==> config.mk <==
export PLATFORM = sky130hd
export DESIGN_NAME = seq_divider
export DESIGN_NICKNAME = d
export VERILOG_FILES = /design/src/rtl/seq_divider.sv
export SDC_FILE = /design/constraint.sdc
export NUM_CORES = 1
export LEC_CHECK = 0
export CAP_MARGIN = 30
export CORE_AREA = 2 2 152 154
export DETAILED_ROUTE_END_ITERATION = 7
export DIE_AREA = 0 0 154 156
export GPL_TIMING_DRIVEN = 0
export PLACE_DENSITY = 0.8
export SLEW_MARGIN = 30
export SYNTH_ARGS = -nofsm -noshare
export SYNTH_HDL_FRONTEND = slang
export SYNTH_SLANG_ARGS = --single-unit
==> constraint.sdc <==
create_clock -name clock -period 3.8 [get_ports clock]
set_clock_uncertainty 0.1 [all_clocks]
set_input_delay 0.57 -clock clock [delete_from_list [all_inputs] [get_ports clock]]
set_output_delay 0.57 -clock clock [all_outputs]
set_load 0.05 [all_outputs]
==> src/rtl/seq_divider.sv <==
// Iterative signed restoring divider: one quotient bit per clock, then a sign fix-up cycle.
// Quotient truncates toward zero; the remainder takes the sign of the dividend.
module seq_divider #(
    parameter int WIDTH = 32
) (
    input  logic             clock,
    input  logic             reset_n,
    input  logic             ctrl_div,
    input  logic [WIDTH-1:0] dividend,
    input  logic [WIDTH-1:0] divisor,
    output logic [WIDTH-1:0] quotient,
    output logic [WIDTH-1:0] remainder,
    output logic             exception,
    output logic             result_rdy,
    output logic             busy
);

    localparam int CW = (WIDTH > 1) ? $clog2(WIDTH) : 1;

    typedef enum logic [1:0] {
        IDLE,
        ITER,
        FIX,
        DONE
    } state_t;

    state_t           state_q, state_d;
    logic [CW-1:0]    count_q, count_d;
    logic [WIDTH-1:0] prem_q, prem_d;
    logic [WIDTH-1:0] qmag_q, qmag_d;
    logic [WIDTH-1:0] dmag_q, dmag_d;
    logic             neg_quot_q, neg_quot_d;
    logic             neg_rem_q, neg_rem_d;
    logic [WIDTH-1:0] quot_q, quot_d;
    logic [WIDTH-1:0] rem_q, rem_d;
    logic             exc_q, exc_d;
    logic [WIDTH:0]   shifted;
    logic [WIDTH:0]   trial;

    always_ff @(posedge clock or negedge reset_n) begin
        if (!reset_n) begin
            state_q    <= IDLE;
            count_q    <= '0;
            prem_q     <= '0;
            qmag_q     <= '0;
            dmag_q     <= '0;
            neg_quot_q <= 1'b0;
            neg_rem_q  <= 1'b0;
            quot_q     <= '0;
            rem_q      <= '0;
            exc_q      <= 1'b0;
        end else begin
            state_q    <= state_d;
            count_q    <= count_d;
            prem_q     <= prem_d;
            qmag_q     <= qmag_d;
            dmag_q     <= dmag_d;
            neg_quot_q <= neg_quot_d;
            neg_rem_q  <= neg_rem_d;
            quot_q     <= quot_d;
            rem_q      <= rem_d;
            exc_q      <= exc_d;
        end
    end

    // The partial remainder is always below the divisor magnitude, so WIDTH bits
    // hold it; only the shifted trial value needs the extra top bit.
    always_comb begin
        state_d    = state_q;
        count_d    = count_q;
        prem_d     = prem_q;
        qmag_d     = qmag_q;
        dmag_d     = dmag_q;
        neg_quot_d = neg_quot_q;
        neg_rem_d  = neg_rem_q;
        quot_d     = quot_q;
        rem_d      = rem_q;
        exc_d      = exc_q;
        shifted    = {prem_q, qmag_q[WIDTH-1]};
        trial      = shifted - {1'b0, dmag_q};

        case (state_q)
            IDLE: begin
                if (ctrl_div) begin
                    qmag_d     = dividend[WIDTH-1] ? -dividend : dividend;
                    dmag_d     = divisor[WIDTH-1] ? -divisor : divisor;
                    neg_quot_d = dividend[WIDTH-1] ^ divisor[WIDTH-1];
                    neg_rem_d  = dividend[WIDTH-1];
                    prem_d     = '0;
                    count_d    = CW'(WIDTH - 1);
                    if (divisor == '0) begin
                        quot_d  = '0;
                        rem_d   = dividend;
                        exc_d   = 1'b1;
                        state_d = DONE;
                    end else begin
                        state_d = ITER;
                    end
                end
            end
            ITER: begin
                if (!trial[WIDTH]) begin
                    prem_d = trial[WIDTH-1:0];
                    qmag_d = {qmag_q[WIDTH-2:0], 1'b1};
                end else begin
                    prem_d = shifted[WIDTH-1:0];
                    qmag_d = {qmag_q[WIDTH-2:0], 1'b0};
                end
                if (count_q == '0) begin
                    state_d = FIX;
                end else begin
                    count_d = count_q - CW'(1);
                end
            end
            FIX: begin
                quot_d  = neg_quot_q ? -qmag_q : qmag_q;
                rem_d   = neg_rem_q ? -prem_q : prem_q;
                exc_d   = 1'b0;
                state_d = DONE;
            end
            default: begin
                state_d = IDLE;
            end
        endcase
    end

    assign quotient   = quot_q;
    assign remainder  = rem_q;
    assign exception  = exc_q;
    assign result_rdy = (state_q == DONE);
    assign busy       = (state_q == ITER) || (state_q == FIX);

endmodule

==> impl_results.md, run 1 <==
- Status: complete, no violations
- CP Capture Type: flop
- Remaining DRCs: 0
- Synth top area share: 0.350
- Post-synthesis cell type count: ~70
- Nets@finish: 1739
- Unrepaired setup endpoints after global routing: false
- Tcrit/Tclk final: 0.944
- Tot Pwr: approximately 14 mW
- Mapped Cells: approximately 1500
- Port Buffer Count: between 100 and 150
- Post-DP HPWL: around 29000 um
- Pre-antenna DRT Iters: 8
- RD Place Congestion: between 0.9 and 1
- Routed Wire Length: about 36000 um
- Synth Warn #: 0
- Peak supply drop: 0.334 mV
- Total GRT Usage: 0.305
- Drt wl/cell: between 15 and 20 um
- Ranking of synthesized cells by area: dfrtp_1, nand2_1, xor2_1
- Number of DRC markers in iteration 0: 862
- Worst Path Required: ~4 ns
- Fillcell total: approximately 1900
- FMAX: around 280 MHz
- Cell Area, Synth: 12100 um2
- Main flop type after synthesis: dfrtp_1
- Number of vias per cell: about 6.1
- DRT antenna net count: 0
- Slew Limit Fails: 0
- Slew @ Worst Pin: approximately 0.98 ns
- Area leader, netlist: dfrtp_1
- Post-Syn Area per Cell: roughly 8 um2
- Flip-flop and latch area: ~4300 um2
- Max transition margin: 0.347
- Initial Util: 0.543
- H-tree depth: 4
- Initial antenna violation count: 0
- WHS: 0.377 ns
- Post-synth EDFFs: 0
- Crit path kind: reg -> reg
- Syn_nets: between 1500 and 2000
- First-pass GRT wire length: 57900 um
- Root buf cell: clkbuf_16
- Clock Latency Late Sink: between 0.4 and 0.5 ns
- Die H: 156 um
- Die area: 24000 um2
- Layout cells sized above 1: 0.0463
- Hold Vio Cnt, Final: 0
- HP Class: reg -> reg
- Multi-input logic area: ~7400 um2
- Crit path time final: 3.59 ns
- Clock Tree Buf Depth: 2
- Via count: 11700
- Sequential area share after synthesis: 0.350
- GRT overflow: 0
- Max-cap violations: 0
- Die X-Extent: around 150 um
- Leak: 6.14 nW
- Pwr dens: approximately 1000 nW/um2
- # rows: 55
- Vias in the first global route: 11400
- Top-count cell post-synth: nand2_1
- CTS tree: done
- Crit path DAT: 3.83 ns
- Seq cells post-synth: 170
- Largest net degree at the start of global routing: 71
- TritonCTS buffer count: 17
- Clock Sinks: between 150 and 200
- Clock Pin Slew Worst Setup and Hold Paths: roughly 0.07 ns
- Asr flop ratio synth: 1.00
- Startpoint Class: flop
- Crit-path max FO: 11
- Top cells by count, synth: nand2_1, dfrtp_1, o21ai_0
- Setup Viol. Count Final: 0
- Area growth syn-to-layout: 19.5%
- Top Ports: between 100 and 150
- Area of the core: roughly 22000 um2
-- placed cells by master (no fill, tap or decap), types with 26 or more instances in the layout --
cell type and count:
a21oi_1 86, dfrtp_1 169, inv_1 55, ha_1 42, nand2_1 234, xor2_1 93
nor2_1 67, xnor2_1 45, nor3_1 30, o21ai_0 147, clkdlybuf4s50_1 131, clkbuf_1 73
or3_1 26, o31ai_1 69
-- worst paths after layout --
path	cells past startpoint	endpoint	slack [ns]	start
max in group asynchronous	4	neg_rem_q$_DFFE_PN0P_	2.15	reset_n
setup reg to reg	9	prem_q[27]$_DFFE_PN0P_	0.21	state_q[0]$_DFFE_PN0P_
setup / recovery	9	prem_q[27]$_DFFE_PN0P_	0.21	state_q[0]$_DFFE_PN0P_
hold reg to reg	2	quotient[14]$_DFFE_PN0P_	0.38	quotient[14]$_DFFE_PN0P_
hold / removal	2	quotient[14]$_DFFE_PN0P_	0.38	quotient[14]$_DFFE_PN0P_
min in group asynchronous	2	quotient[29]$_DFFE_PN0P_	0.47	reset_n
-- final cells by class --
| class | instances | area share |
|---|---|---|
| repair buffers | 137 | 0.0969 |
| inverters | 55 | 0.0142 |
| plain buffers | 89 | 0.0249 |
| clock inverters | 14 | 0.00931 |
| diodes | 1 | 0.000172 |
| well taps | 285 | 0.0246 |
| multi-input cells | 1159 | 0.507 |
| clock buffers | 18 | 0.0296 |
| flip-flops and latches | 170 | 0.293 |
-- per-stage QoR --
stage                util  TNS (ns)  cells  area (um2)  setup WS, ns
floorplan               -         0   1473       12100         0.493
global placement    0.618   -818.24   1890       13800         -4.76
detailed placement  0.621    -15.40   1892       13900        -0.352
CTS                 0.647         0   1925       14500       0.00242
global route        0.649         0   1927       14500        0.0286
finish              0.649         0   1928       14500         0.213
-- routing by layer --
layer	up-vias	GRT usage	wire [um]
li1	5672	-	-
met1	5432	0.358	14200
met2	500	0.541	17900
met3	125	0.0439	2510
met4	0	0.163	1730
met5	-	0	0
-- registers in the layout, indices dropped and copies added (netlist names) --
| register | flops |
|---|---|
| remainder | 32 |
| count_q | 5 |
| dmag_q | 32 |
| qmag_q | 32 |
| state_q | 2 |
| neg_quot_q | 1 |
| prem_q | 32 |
| exception | 1 |
| quotient | 32 |
| neg_rem_q | 1 |
-- timing repair --
| item | in CTS | in global routing |
|---|---|---|
| hold buffers | 1 | 0 |
| setup buffers | 0 | 2 |
| gates cloned | 0 | 0 |
| setup endpoints to repair | 31 | 35 |
| resized for setup | 6 | 10 |
| pin swaps | 0 | 1 |
| hold endpoints to repair | 32 | 0 |
-- power breakdown --
part	total (mW)	leakage (nW)	internal, mW	switching [mW]
Combinational	9.00	3.76	3.26	5.74
Sequential	3.44	2.11	2.59	0.850
Clock	1.68	0.264	0.865	0.818
-- cell families after synthesis --
kind of cell    share of synthesized area
compound gates                      0.242
xor+xnor                           0.0995
fa+ha+maj                          0.0449
buf+inv                            0.0460
flops                               0.350
mux                                0.0196
simple gates                        0.198
-- critical path, cell delays in order, from the launching register on --
cell and delay (ns):
dfrtp_1 0.42, inv_1 0.08, ha_1 0.24, nand2_1 0.41, a21boi_0 0.33, clkbuf_1 0.47
clkbuf_1 0.79, clkbuf_1 0.44, nand2_1 0.11, o31ai_1 0.08
Power figures use the tool's default switching activity.
==> inputs of run 2 (changes only) <==
ABC_AREA = 1   (was not set)
CORE_AREA = 2 2 162 164   (was 2 2 152 154)
CTS_CLUSTER_DIAMETER = 80   (was not set)
DIE_AREA = 0 0 164 166   (was 0 0 154 156)
MAX_ROUTING_LAYER = met4   (was not set)
PLACE_DENSITY = 0.79   (was 0.8)
==> impl_results.md, run 2 <==
- Status: complete, no violations (unchanged)
- WHS: 0.0222 ns (was 0.377 ns)
- Startpoint Class: input pin (was flop)
- Post CTS Setup Buffer Count: 0 (unchanged)
- Crit-path max FO: 10 (was 11)
- Post-CTS Resized: 0 (was 6)
- RD Place Congestion: 0.993 (was 0.918)
- Root buf cell: clkbuf_16 (unchanged)
- Largest net degree at the start of global routing: 87 (was 71)
- DRT antenna net count: 0 (unchanged)
- Worst path cell trace: clkdlybuf4s50_1 -> inv_1 -> ha_1 -> nand2_2 -> nor2_4 -> nand4_1 -> nand2_1 -> nand3_1 -> buf_2 -> buf_1 -> nand2_1 -> nand3_2 (was inv_1 -> ha_1 -> nand2_1 -> a21boi_0 -> clkbuf_1 -> clkbuf_1 -> clkbuf_1 -> nand2_1 -> o31ai_1)
- Pwr dens: 951 nW/um2 (was 973 nW/um2)
- Top cells by count, synth: nand2_1, inv_1, nand3_1 (was nand2_1, dfrtp_1, o21ai_0)
- Fillcell total: 2430 (was 1916)
- Leak: 8.43 nW (was 6.14 nW)
- Max transition margin: 0.469 (was 0.347)
- Asr flop ratio synth: 1.00 (unchanged)
- Crit path kind: in -> reg (was reg -> reg)
- Clock Tree Buf Depth: 2 (unchanged)
- Worst Path Required: 4.07 ns (was 4.04 ns)
- Sequential area share after synthesis: 0.309 (was 0.350)
- Max-cap violations: 0 (unchanged)
- Multi-input logic area: 8060 um2 (was 7360 um2)
- TritonCTS buffer count: 17 (unchanged)
- Ant. Diodes: 0 (was 1)
- Top-count cell post-synth: nand2_1 (unchanged)
- Hold_buf cts: 0 (was 1)
- # rows: 59 (was 55)
- Pre-antenna DRT Iters: 6 (was 8)
- CTS tree: done (unchanged)
- HP Class: in -> async (was reg -> reg)
- Layout cells sized above 1: 0.0632 (was 0.0463)
- Clock Pin Slew Worst Setup and Hold Paths: 0.07 ns (about the same)
- Fin worst setup slack: 0.975 ns (was 0.213 ns)
- Number of DRC markers in iteration 0: 1513 (was 862)
- Max incr delay on CP: 0.54 ns (was 0.79 ns)
- Synth Warn #: 0 (unchanged)
- First-pass GRT wire length: 74900 um (was 57900 um)
- Die X-Extent: 164 um (was 154 um)
- Seq cells post-synth: 170 (unchanged)
- Vias in the first global route: 14000 (was 11400)
- Pre-CTS setup slack: 0.616 ns (was -0.352 ns)
- Via count: 14800 (was 11700)
- Area growth syn-to-layout: 17.8% (was 19.5%)
- Ranking of synthesized cells by area: dfrtp_1, nand2_1, nand3_1 (was dfrtp_1, nand2_1, xor2_1)
- GRT overflow: 0 (unchanged)
- Hold Vio Cnt, Final: 0 (unchanged)
- Post-DP HPWL: 38600 um (was 28800 um)
- Initial antenna violation count: 0 (unchanged)
- Slew @ Worst Pin: 0.797 ns (was 0.980 ns)
- Worst path most repeated cell: nand2_1 (was clkbuf_1)
- Routed Wire Length: 47600 um (was 36400 um)
- CP Capture Type: flop (unchanged)
- Port Buffer Count: 133 (was 132)
- Commonest non-fill, non-tap cells in the layout: nand2_1, inv_1, nand3_1 (was nand2_1, dfrtp_1, o21ai_0)
- Clock Sinks: 170 (unchanged)
- Area leader, netlist: dfrtp_1 (unchanged)
- H-tree depth: 4 (unchanged)
- Most common cell after layout, fill and taps aside: nand2_1 (unchanged)
- Nets@finish: 2423 (was 1739)
- Initial Util: 0.537 (was 0.543)
- Drt wl/cell: 17.9 um (was 18.9 um)
- Crit path DAT: 3.10 ns (was 3.83 ns)
- Main flop type after synthesis: dfrtp_1 (unchanged)
- Mapped Cells: 2159 (was 1473)
- Worst r2r src: prem_q[0]$_DFFE_PN0P_ (was state_q[0]$_DFFE_PN0P_)
- Cell Area, Synth: 13800 um2 (was 12100 um2)
- Die H: 166 um (was 156 um)
- Post-synthesis cell type count: 53 (was 71)
- Crit path time final: 2.83 ns (was 3.59 ns)
- Slew Limit Fails: 0 (unchanged)
- Number of vias per cell: 5.58 (was 6.08)
- Top Ports: 134 (unchanged)
- Synth top area share: 0.309 (was 0.350)
- Die area: 27200 um2 (was 24000 um2)
- Post-synth EDFFs: 0 (unchanged)
- Post-Syn Area per Cell: 6.38 um2 (was 8.25 um2)
- FMAX: 354 MHz (was 279 MHz)
- Unrepaired setup endpoints after global routing: false (unchanged)
- Total GRT Usage: 0.366 (was 0.305)
- Remaining DRCs: 0 (unchanged)
- Area of the core: 25600 um2 (was 22400 um2)
- Syn_nets: 2269 (was 1583)
- Critical path startpoint: divisor[1] (was state_q[0]$_DFFE_PN0P_)
- Clock Latency Late Sink: 0.44 ns (about the same)
- Tcrit/Tclk final: 0.743 (was 0.944)
- CP max stage cell: buf_1 (was clkbuf_1)
- Peak supply drop: 0.501 mV (was 0.334 mV)
- Flip-flop and latch area: 4250 um2 (was 4260 um2)
- Setup Viol. Count Final: 0 (unchanged)
==> run 2: cell count changes after synthesis, sizes merged, moves of 28 or more <==
cell and delta:
or3 -28, o31ai -68, inv +247, xnor2 -30
xor2 -41, clkbuf -35, nor2 +105, nand3 +237
nand2 +508
==> run 2: kinds of logic (layout without fill, tap and decap cells) <==
| kind of cell | Yosys count | in the layout | share of synthesized area |
|---|---|---|---|
| compound gates | 257 | 257 | 0.102 |
| xor+xnor | 67 | 67 | 0.0426 |
| fa+ha+maj | 43 | 43 | 0.0396 |
| buf+inv | 366 | 533 | 0.106 |
| flops | 170 | 170 | 0.309 |
| simple gates | 1256 | 1256 | 0.401 |
==> run 2: final cells by class <==
| type | count | area share |
|---|---|---|
| Buffer | 64 | 0.0194 |
| Clock buffer | 17 | 0.0262 |
| Clock inverter | 15 | 0.0130 |
| Inverter | 302 | 0.0702 |
| Multi-Input combinational cell | 1623 | 0.497 |
| Sequential cell | 170 | 0.262 |
| Tap cell | 335 | 0.0259 |
| Timing Repair Buffer | 135 | 0.0858 |
==> run 2: power breakdown <==
| group | switching [mW] | total [mW] | internal [mW] |
|---|---|---|---|
| combinational | 7.04 | 10.2 | 3.21 |
| sequential | 0.714 | 3.28 | 2.56 |
| clock | 0.882 | 1.89 | 1.01 |
==> run 2: per-stage QoR <==
step                 util  TNS, ns  area, um2  power [mW]  std cells
global placement    0.606  -824.20      15500        13.1       2627
floorplan               -        0      13800        10.2       2159
CTS                 0.633        0      16200        15.2       2661
global route        0.633        0      16200        16.7       2661
finish              0.633        0      16200        15.4       2661
detailed placement  0.608        0      15600        13.3       2629
==> run 2: worst paths after layout <==
| path | end | slack, ns | depth (start not counted) |
|---|---|---|---|
| worst max-delay path | remainder[25]$_DFFE_PN0P_ | 0.97 | 12 |
| worst min-delay path | remainder[10]$_DFFE_PN0P_ | 0.02 | 2 |
| worst max register to register | prem_q[23]$_DFFE_PN0P_ | 1.01 | 17 |
| worst min register to register | exception$_DFFE_PN0P_ | 0.38 | 2 |
| max in group asynchronous | dmag_q[23]$_DFFE_PN0P_ | 2.80 | 3 |
| min in group clock | exception$_DFFE_PN0P_ | 0.38 | 2 |
==> run 2: layer usage <==
metal,wire length [um],vias up,track usage
met4,2170,0,0.157
met2,21000,739,0.550
li1,-,7187,-
met3,4210,100,0.0662
met5,0,-,-
met1,20200,6815,0.483
==> run 2: worst max-delay path, delay by kind of cell <==
family	cells	cell delay [ns]
adders and majority gates	1	0.20
and+or+nand+nor	7	0.87
buffers and inverters	4	1.44
==> inputs of run 3 (changes only) <==
clock period = 2.8 ns   (was 3.8 ns; I/O delays follow)
==> impl_results.md, run 3 (same netlist as run 2, synthesis figures left out) <==
- Post-DP HPWL: 38600 um (unchanged)
- Hold Vio Cnt, Final: 0 (unchanged)
- Commonest non-fill, non-tap cells in the layout: nand2_1, inv_1, nand3_1 (unchanged)
- Clock Latency Late Sink: 0.43 ns (was 0.44 ns)
- Fin worst setup slack: 0.155 ns (was 0.975 ns)
- Crit path kind: reg -> reg (was in -> reg)
- Setup Viol. Count Final: 0 (unchanged)
- Most common cell after layout, fill and taps aside: nand2_1 (unchanged)
- WHS: 0.375 ns (was 0.0222 ns)
- H-tree depth: 4 (unchanged)
- Non-filler instance count after layout: 2663 (was 2661)
- Initial antenna violation count: 0 (unchanged)
- Leak: 8.44 nW (was 8.43 nW)
- Drt wl/cell: 17.9 um (about the same)
- Unrepaired setup endpoints after global routing: true (was false)
- Top Ports: 134 (unchanged)
- Port Buffer Count: 133 (unchanged)
- RD Place Congestion: 0.993 (unchanged)
- Nets@finish: 2425 (was 2423)
- Vias in the first global route: 14000 (about the same)
- DRT antenna net count: 0 (unchanged)
- Largest net degree at the start of global routing: 87 (unchanged)
- Total GRT Usage: 0.366 (about the same)
- Area of the core: 25600 um2 (unchanged)
- Ant. Diodes: 0 (unchanged)
- Final Core Density: 0.635 (was 0.633)
- Clock Tree Buf Depth: 2 (unchanged)
- Clock Sinks: 170 (unchanged)
- Via count: 14900 (was 14800)
- Pre-CTS setup slack: -0.234 ns (was 0.616 ns)
- Startpoint Class: flop (was input pin)
- CTS tree: done (unchanged)
- HP Class: reg -> reg (was in -> async)
- Tcrit/Tclk final: 0.945
- GRT overflow: 0 (unchanged)
- CP Capture Type: flop (unchanged)
- Crit-path max FO: 10 (unchanged)
- Root buf cell: clkbuf_16 (unchanged)
- Crit path time final: roughly 2.6 ns
- Initial Util: 0.537 (unchanged)
- Routed Wire Length: 47600 um (about the same)
- Flip-flop and latch area: 4260 um2 (was 4250 um2)
- Slew Limit Fails: 0 (unchanged)
- Number of DRC markers in iteration 0: 1430 (was 1513)
- Area growth syn-to-layout: 18.1% (was 17.8%)
- Number of vias per cell: 5.61 (was 5.58)
- FMAX: 378 MHz
- Die area: 27200 um2 (unchanged)
- Max-cap violations: 0 (unchanged)
- Pwr dens: 1290 nW/um2 (was 951 nW/um2)
- Tot Pwr: 21.0 mW (was 15.4 mW)
- Remaining DRCs: 0 (unchanged)
- Layout cells sized above 1: 0.0679 (was 0.0632)
- TritonCTS buffer count: 17 (unchanged)
- Slew @ Worst Pin: 0.814 ns (was 0.797 ns)
- Pre-antenna DRT Iters: 8 (was 6)
- First-pass GRT wire length: 74900 um (about the same)
- Die X-Extent: 164 um (unchanged)
- Min-delay src: exception$_DFFE_PN0P_
- Critical path startpoint: prem_q[21]$_DFFE_PN0P_ (was divisor[1])
- Placed cell count: 2629 (unchanged)
- Die H: 166 um (unchanged)
- Worst r2r src: prem_q[21]$_DFFE_PN0P_ (was prem_q[0]$_DFFE_PN0P_)
- Crit path DAT: 2.87 ns (was 3.10 ns)
- Peak supply drop: 0.678 mV (was 0.501 mV)
- # rows: 59 (unchanged)
- Max transition margin: 0.457 (was 0.469)
- Status: complete, no violations (unchanged)
- Fillcell total: 2421 (was 2430)
- Worst Path Required: 3.03 ns (was 4.07 ns)
- Multi-input logic area: 8090 um2 (was 8060 um2)
- Clock Pin Slew Worst Setup and Hold Paths: 0.08 ns (was 0.07 ns)
[run 3: cell type report]
| type | instances | share of cell area |
|---|---|---|
| inverter | 302 | 0.0700 |
| tap | 335 | 0.0258 |
| buffer | 64 | 0.0197 |
| clock inverter | 15 | 0.0129 |
| timing repair buffer | 137 | 0.0866 |
| clock buffer | 17 | 0.0262 |
| sequential | 170 | 0.262 |
| multi-input combinational | 1623 | 0.497 |
[run 3: worst paths after layout]
check                                            endpoint  slack, ns  cells past startpoint
worst max-delay path               prem_q[15]$_DFFE_PN0P_       0.15                     14
worst min-delay path                exception$_DFFE_PN0P_       0.37                      2
worst max register to register     prem_q[15]$_DFFE_PN0P_       0.15                     14
worst min register to register      exception$_DFFE_PN0P_       0.37                      2
max in group asynchronous          dmag_q[23]$_DFFE_PN0P_       1.33                      4
min in group asynchronous       remainder[10]$_DFFE_PN0P_       0.46                      3
[run 3: per-stage QoR]
| stage | TNS (ns) | area, um2 |
|---|---|---|
| floorplan | 0 | 13800 |
| global placement | -973.29 | 15500 |
| detailed placement | -4.27 | 15600 |
| CTS | 0 | 16200 |
| global route | -0.0364 | 16300 |
| finish | 0 | 16300 |
[run 3: report_power, final]
part           internal (mW)  switching, mW  leakage, nW
Clock                   1.37           1.19        0.299
Sequential              3.48          0.968         2.19
Combinational           4.41           9.59         5.96
[run 3: critical path, cell delays in order, from the launching register on]
cell and delay, ns:
dfrtp_1 0.50, ha_1 0.44, nand2_1 0.16, inv_2 0.05, nand2_1 0.05, nand2_1 0.06, inv_1 0.05, nand2_1 0.10
a21oi_4 0.27, nand3_4 0.21, nand2_8 0.16, buf_6 0.14, nand2_1 0.09, nand3_1 0.09, nand2_1 0.07
[run 3: routing by layer]
layer  track usage  wire [um]  up-vias
met4         0.157       2260        0
li1              -          -     7201
met1         0.483      20000     6858
met3        0.0662       4490      111
met5             -          0        -
met2         0.550      20900      769
[run 3: repair_timing]
item,4_1_cts,5_1_grt
setup buffers,0,1
setup endpoints to repair,0,48
hold buffers,1,0
endpoints found under the hold margin,85,0
gates resized for setup,0,13
